[src/rtl/and2_event_counter.sv]
// rtl/and2_event_counter.sv - windowed rise/high-cycle monitor for the registered and2 output
// Optional AND2_MON_PARITY_EN: registers even parity of the report fields onto rpt_par.
module and2_event_counter #(
  parameter int CNT_W  = 16,
  parameter int WINDOW = 256
) (
  input  logic             clk,
  input  logic             reset,
  input  logic             c_in,
  input  logic             enable,
  output logic             rpt_valid,
  input  logic             rpt_ready,
  output logic [CNT_W-1:0] rpt_rise,
  output logic [CNT_W-1:0] rpt_high,
  output logic             rpt_ovf,
  output logic             rpt_par
);

  localparam int WIN_W = $clog2(WINDOW);
  localparam logic [CNT_W-1:0] CNT_MAX  = '1;
  localparam logic [WIN_W-1:0] WIN_LAST = WIN_W'(WINDOW - 1);

  typedef enum logic [1:0] {IDLE, COUNT, REPORT} state_t;

  state_t             state, state_nxt;
  logic               c_q;
  logic [WIN_W-1:0]   win_cnt;
  logic [CNT_W-1:0]   rise_acc, high_acc;
  logic               ovf;

  logic               rise;
  logic               rise_sat, high_sat;
  logic [CNT_W-1:0]   rise_nxt, high_nxt;
  logic               ovf_nxt;
  logic               last_sample;
  logic               handshake;

  assign rise        = c_in & ~c_q;
  assign rise_sat    = (rise_acc == CNT_MAX);
  assign high_sat    = (high_acc == CNT_MAX);
  assign rise_nxt    = (rise && !rise_sat) ? rise_acc + 1'b1 : rise_acc;
  assign high_nxt    = (c_in && !high_sat) ? high_acc + 1'b1 : high_acc;
  // Overflow flags an increment lost to saturation, not merely reaching the max.
  assign ovf_nxt     = ovf | (rise & rise_sat) | (c_in & high_sat);
  assign last_sample = (state == COUNT) && (win_cnt == WIN_LAST);
  assign handshake   = rpt_valid & rpt_ready;

  always_comb begin
    state_nxt = state;
    case (state)
      IDLE:    if (enable) state_nxt = COUNT;
      COUNT:   if (last_sample) state_nxt = REPORT;
      REPORT:  if (handshake) state_nxt = enable ? COUNT : IDLE;
      default: state_nxt = IDLE;
    endcase
  end

  always_ff @(posedge clk or negedge reset) begin
    if (!reset) state <= IDLE;
    else        state <= state_nxt;
  end

  always_ff @(posedge clk or negedge reset) begin
    if (!reset) begin
      c_q       <= 1'b0;
      win_cnt   <= '0;
      rise_acc  <= '0;
      high_acc  <= '0;
      ovf       <= 1'b0;
      rpt_valid <= 1'b0;
      rpt_rise  <= '0;
      rpt_high  <= '0;
      rpt_ovf   <= 1'b0;
    end else begin
      c_q <= c_in;
      case (state)
        IDLE: begin
          win_cnt  <= '0;
          rise_acc <= '0;
          high_acc <= '0;
          ovf      <= 1'b0;
        end
        COUNT: begin
          win_cnt  <= win_cnt + 1'b1;
          rise_acc <= rise_nxt;
          high_acc <= high_nxt;
          ovf      <= ovf_nxt;
          if (last_sample) begin
            rpt_rise  <= rise_nxt;
            rpt_high  <= high_nxt;
            rpt_ovf   <= ovf_nxt;
            rpt_valid <= 1'b1;
          end
        end
        REPORT: begin
          if (handshake) begin
            rpt_valid <= 1'b0;
            win_cnt   <= '0;
            rise_acc  <= '0;
            high_acc  <= '0;
            ovf       <= 1'b0;
          end
        end
        default: ;
      endcase
    end
  end

`ifdef AND2_MON_PARITY_EN
  always_ff @(posedge clk or negedge reset) begin
    if (!reset)           rpt_par <= 1'b0;
    else if (last_sample) rpt_par <= ^{rise_nxt, high_nxt, ovf_nxt};
  end
`else
  assign rpt_par = 1'b0;
`endif

endmodule
[config.mk]
export PLATFORM = sky130hd
export DESIGN_NAME = and2_event_counter
export DESIGN_NICKNAME = d
export VERILOG_FILES = /design/src/rtl/and2_event_counter.sv
export SDC_FILE = /design/constraint.sdc
export NUM_CORES = 1
export LEC_CHECK = 0
export BUFFER_PORTS_ARGS = -buffer_cell sky130_fd_sc_hd__buf_4
export CELL_PAD_IN_SITES_DETAIL_PLACEMENT = 0
export CELL_PAD_IN_SITES_GLOBAL_PLACEMENT = 2
export CORE_AREA = 10 10 144 106
export CTS_BUF_LIST = sky130_fd_sc_hd__clkbuf_4 sky130_fd_sc_hd__clkbuf_8 sky130_fd_sc_hd__clkbuf_16
export CTS_CLUSTER_DIAMETER = 200
export DETAILED_ROUTE_END_ITERATION = 10
export DIE_AREA = 0 0 154 116
export GPL_TIMING_DRIVEN = 0
export PLACE_DENSITY_LB_ADDON = 0.1
export SLEW_MARGIN = 5
export SYNTH_ARGS = -nofsm -noshare
export SYNTH_HDL_FRONTEND = slang
export SYNTH_SLANG_ARGS = --single-unit
[constraint.sdc]
create_clock -name clk -period 1.77 [get_ports clk]
set_clock_uncertainty 0.05 [all_clocks]
set_input_delay 0.2655 -clock clk [delete_from_list [all_inputs] [get_ports clk]]
set_output_delay 0.2655 -clock clk [all_outputs]
set_load 0.02 [all_outputs]
==> results.toml, run 1 <==
[synthesis]
ys_seq_elements = 78
netlist_area_sq_um = 4200
synthTopCellsByArea = "dfrtp_1 (46%), o21ai_0 (6.4%), nand2_1 (6.1%), xnor2_1 (2.9%), a21oi_1 (2.7%)"
postSynth.asyncResetShare = 1.00
ys_seq_area_frac = 0.465
ys_warn_count = 0
syn_area_per_cell_sq_um = 9.39
synth_commonest_cells = "dfrtp_1 (78), nand2_1 (68), o21ai_0 (54)"
yosysUniqueCellTypes = 62
yosysTopAreaCell = "dfrtp_1"
synth_edf_count = 0
syn_nets = 455
syn_inst = 447
netlist.area_leader.share = 0.465
yosys.cell_count.top_type = "dfrtp_1"
synth_ff_type = "dfrtp_1"

[worst_setup_path]
start_kind = "flip-flop"
critical_path_depth = 7
worst_ep_arrival_time_ns = 2.02
critPathMostFrequentCell = "buf_6"
crit_required_ns = 1.98
max_stage_delay_ns = 0.58
reg2reg_slack_ns = -0.03
worst_path_max_delay_cell = "or4_4"
cp_max_fo = 7
r2r_start = "high_acc[8]"
path_class = "reg -> reg"
critPathBufInv = 2
crit_start = "high_acc[8]"
reg2regPathDepth = 7
end_kind = "flip-flop"
crit_end = "rpt_ovf"
crit_chain = "buf_6 > nand4_1 > buf_6 > or4_4 > o22ai_4 > nor2_4 > o21ai_2"
timing.rr.end = "rpt_ovf"
cpLargestDelayFamily = "simple AND/OR/NAND/NOR gates"

[drt]
wire_per_inst_microns = 18.2
wirelength_microns = 12800
ant_nets = 0
viasPerCell = 5.36
num_vias = 3760
drc = 0
first_iter_violations = 229
first_pass_iters = 5

[timing]
rsz0062_at_grt = "yes"
finalHoldViolations = 0
timing.fmax_ghz = 0.554
drv_slew = 0
period_minus_slack_ns = 1.80
maxSlewHeadroom = 0.317
period_share = 1.02
finalSetupViolCount = 5
worstMarginPinSlew_ns = 1.02
setup_ws_ns = -0.0348

[final_layout]
diodes = 0
fill_cells = 1199
fin_area_sq_um = 5690
fin_nets = 544
layout-drive-gt1-share = 0.365
synthToLayoutAreaGrowth_pct = 35.6

[placement]
dp.final_hpwl_microns = 8500
placed_area_sq_um = 4690
place_congestion = 0.784
numPortBuffers = 38
dp_slack_ns = -0.352

[clocking]
cts.sinks = 78
clock_latency_ns = 0.34
root_buffer = "clkbuf_16"
cts.path.max_buffers = 2
cts_tree = "done"
cts_max_level = 3
clk_pin_slew_ns = 0.06
cts_buffers = 9

[global_routing]
grt_remaining_overflow = 0
antenna_found_initial = 0
grt_use_total = 0.141
grt_max_degree = 79
grt_pass1_vias = 3453
grt_pass1_wl_microns = 20000

[status]
violations = "negative setup slack"
status = "finished with violations"

[floorplanning]
die_w_microns = 154
core_sq_um = 12400
die_h_microns = 116
row_count = 34
io_pins = 40
initial_core_util = 0.339
dieArea_sq_um = 17900

[flow_run]
maxCapViolations = 0

[min_path]
min_path_type = "in -> reg"

[pwr]
pwr_density_cell_nw_per_um2 = 815
peakVddDrop_mv = 0.418
power_leakage_nw = 2.49
## report_power, final
part / internal [mW] / leakage [nW] / switching, mW / total (mW)
Clock: 1.00 / 0.137 / 0.720 / 1.72
Combinational: 0.420 / 1.48 / 0.439 / 0.858
Sequential: 1.92 / 0.873 / 0.144 / 2.06
## sequential cells by signal (all words and copies together) (netlist names)
name,cells
rpt_high,16
rpt_valid,1
state,2
rise_acc,16
rpt_ovf,1
high_acc,16
c_q,1
win_cnt,8
rpt_rise,16
ovf,1
## timing repair
action / in CTS / in global routing
endpoints found under the setup margin: 73 / 67
buffers inserted: 14 / 26
pin swaps: 15 / 37
hold buffers: 0 / 0
gates resized for setup: 72 / 75
## routing by layer
metal / share of wire / track usage
met1: 0.51 / 0.208
met2: 0.44 / 0.204
met3: 0.048 / 0.0326
met4: 0.0068 / 0.0295
met5: 0 / 0
## layout make-up
cell class | instances | area (sq um) | area share
Timing Repair Buffer | 78 | 613 | 0.108
Clock inverter | 2 | 10.0 | 0.00176
Multi-Input combinational cell | 338 | 2420 | 0.425
Tap cell | 162 | 203 | 0.0356
Buffer | 27 | 205 | 0.0360
Inverter | 4 | 15.0 | 0.00264
Clock buffer | 13 | 255 | 0.0448
Sequential cell | 78 | 1970 | 0.347
## metrics by stage
| step | hold slack, ns | TNS (ns) | power, mW | util | instances |
|---|---|---|---|---|---|
| finish | 0.0639 | -0.122 | 4.64 | 0.460 | 702 |
| CTS | 0.0584 | -0.0675 | 4.54 | 0.429 | 676 |
| global placement | 0.402 | -15.73 | 2.70 | 0.379 | 647 |
| floorplan | -0.0801 | -0.0150 | 2.51 | - | 447 |
| global route | 0.0629 | -1.80 | 4.90 | 0.460 | 702 |
| detailed placement | 0.404 | -16.78 | 2.70 | 0.379 | 647 |
## worst min-delay path by stage
stage	startpoint	endpoint	slack, ns	depth (start not counted)
floorplan	reset	c_q	-0.08	0
global placement	c_in	c_q	0.40	1
detailed placement	c_in	c_q	0.40	1
CTS	c_in	c_q	0.06	1
global route	c_in	c_q	0.06	1
finish	c_in	c_q	0.06	1
## layout by cell type (no fill, tap or decap), drive strengths merged, types with 4 or more instances in the layout
cell type	n
nand2	69
xnor2	14
a41oi	4
a21o	4
a21oi	23
a22o	6
nor3	10
o21ai	62
clkbuf	24
nand2b	4
inv	4
and3	6
nor4	6
o31ai	4
dfrtp	78
nand4	11
xor2	10
nor2b	4
and4	9
buf	94
a31oi	17
nand3	19
nor2	22
## cell families (layout without fill, tap and decap cells)
logic type | count (synthesis) | in the layout | synth area share
multiplexers | 3 | 3 | 0.00715
AO/OA/AOI/OAI | 137 | 137 | 0.203
buffers and inverters | 31 | 124 | 0.0331
adder cells (fa/ha/maj) | 3 | 3 | 0.00894
other | 1 | 1 | 0.000893
flip-flops | 78 | 78 | 0.465
AND/OR/NAND/NOR | 170 | 170 | 0.232
XOR/XNOR | 24 | 24 | 0.0501
Power figures use the tool's default switching activity.
==> inputs of run 2 (changes only) <==
--- a/config.mk
+++ b/config.mk
@@ -15,6 +15,7 @@
 export DIE_AREA = 0 0 154 116
 export GPL_TIMING_DRIVEN = 0
 export PLACE_DENSITY_LB_ADDON = 0.1
+export SKIP_LAST_GASP = 1
 export SLEW_MARGIN = 5
 export SYNTH_ARGS = -nofsm -noshare
 export SYNTH_HDL_FRONTEND = slang
==> results.toml, run 2 (synthesis results as in run 1) <==
[final_layout]
fin_nets = 544
layout_commonest_cell = "buf_4"
layout-drive-gt1-share = 0.365
diodes = 0
synthToLayoutAreaGrowth_pct = 35.3
final_cell_mix = "buf_4 (81), nand2_1 (64), dfrtp_1 (61)"

[clocking]
clock_latency_ns = 0.34
cts_max_level = 3
hold_buffers = 0
cts_tree = "done"
cts.path.max_buffers = 2
cts_buffers = 9
clk_pin_slew_ns = 0.06
cts.sinks = 78
root_buffer = "clkbuf_16"

[drt]
viasPerCell = 5.29
wirelength_microns = 12700
first_pass_iters = 4
ant_nets = 0
wire_per_inst_microns = 18.1
first_iter_violations = 209
drc = 0
num_vias = 3714

[worst_setup_path]
cpLargestDelayFamily = "simple AND/OR/NAND/NOR gates"
cp_max_fo = 7
end_kind = "flip-flop"
crit_chain = "buf_6 > nand4_1 > buf_6 > or4_4 > o22ai_4 > nor2_2 > o21ai_2"
critPathBufInv = 2
crit_end = "rpt_ovf"
start_kind = "flip-flop"
worst_ep_arrival_time_ns = 2.02
reg2reg_slack_ns = -0.03
critical_path_depth = 7
crit_required_ns = 1.99
r2r_start = "high_acc[8]"
path_class = "reg -> reg"
worst_path_max_delay_cell = "or4_4"
timing.rr.end = "rpt_ovf"
max_stage_delay_ns = 0.58
crit_start = "high_acc[8]"
reg2regPathDepth = 7
critPathMostFrequentCell = "buf_6"

[global_routing]
antenna_found_initial = 0
grt_max_degree = 79
grt_pass1_vias = 3452
grt_remaining_overflow = 0
grt_pass1_wl_microns = 19900
grt_use_total = 0.141

[pwr]
power_leakage_nw = 2.49
peakVddDrop_mv = 0.426
pwr_density_cell_nw_per_um2 = 816

[floorplanning]
core_sq_um = 12400
die_w_microns = 154
dieArea_sq_um = 17900
initial_core_util = 0.339
row_count = 34
io_pins = 40
die_h_microns = 116

[timing]
period_share = 1.02
finalSetupTns_ns = -0.0746
setup_ws_ns = -0.0333
finalHoldViolations = 0
maxSlewHeadroom = 0.337
finalSetupViolCount = 4
timing.fmax_ghz = 0.555
drv_slew = 0
period_minus_slack_ns = 1.80
worstMarginPinSlew_ns = 0.995
rsz0062_at_grt = "yes"

[placement]
numPortBuffers = 38
place_congestion = 0.784
dp_slack_ns = -0.352
dp.final_hpwl_microns = 8500

[flow_run]
maxCapViolations = 0

[status]
violations = "negative setup slack"
status = "finished with violations"

[min_path]
min_path_type = "in -> async"
[run 2: stage by stage]
stage          std cells  hold slack [ns]  power (mW)  instance area, sq um  utilization
3_3_place_gp         647            0.402        2.70                  4690        0.379
6_report             702           0.0580        4.64                  5680        0.459
5_1_grt              702           0.0631        4.89                  5680        0.459
3_5_place_dp         647            0.404        2.70                  4690        0.379
2_1_floorplan        447          -0.0801        2.51                  4210            -
4_1_cts              676           0.0584        4.54                  5310        0.429
[run 2: worst min-delay path by stage]
stage	from	to	cells after the start
finish	reset	rpt_high[9]	1
detailed placement	c_in	c_q	1
global placement	c_in	c_q	1
global route	c_in	c_q	1
floorplan	reset	c_q	0
CTS	c_in	c_q	1
[run 2: layout make-up]
type | instances | area (sq um)
multi-input combinational | 338 | 2410
inverter | 4 | 15.0
clock buffer | 13 | 255
fill | 1204 | 6700
sequential | 78 | 1970
timing repair buffer | 78 | 604
buffer | 27 | 205
clock inverter | 2 | 10.0
tap | 162 | 203
[run 2: where the power goes]
| part | internal (mW) | total, mW | switching [mW] |
|---|---|---|---|
| Clock | 1.00 | 1.72 | 0.721 |
| Combinational | 0.411 | 0.851 | 0.440 |
| Sequential | 1.92 | 2.06 | 0.145 |
[run 2: routing by layer]
layer | GRT usage | up-vias | share of wire
met1 | 0.208 | 1824 | 0.50
met3 | 0.0326 | 6 | 0.051
met2 | 0.204 | 71 | 0.44
li1 | - | 1813 | -
met5 | 0 | - | 0
met4 | 0.0295 | 0 | 0.0067
[run 2: what timing repair did]
action	in CTS	in global routing
setup endpoints to repair	73	67
resized for setup	69	78
setup buffers	14	26
pin swaps	13	37
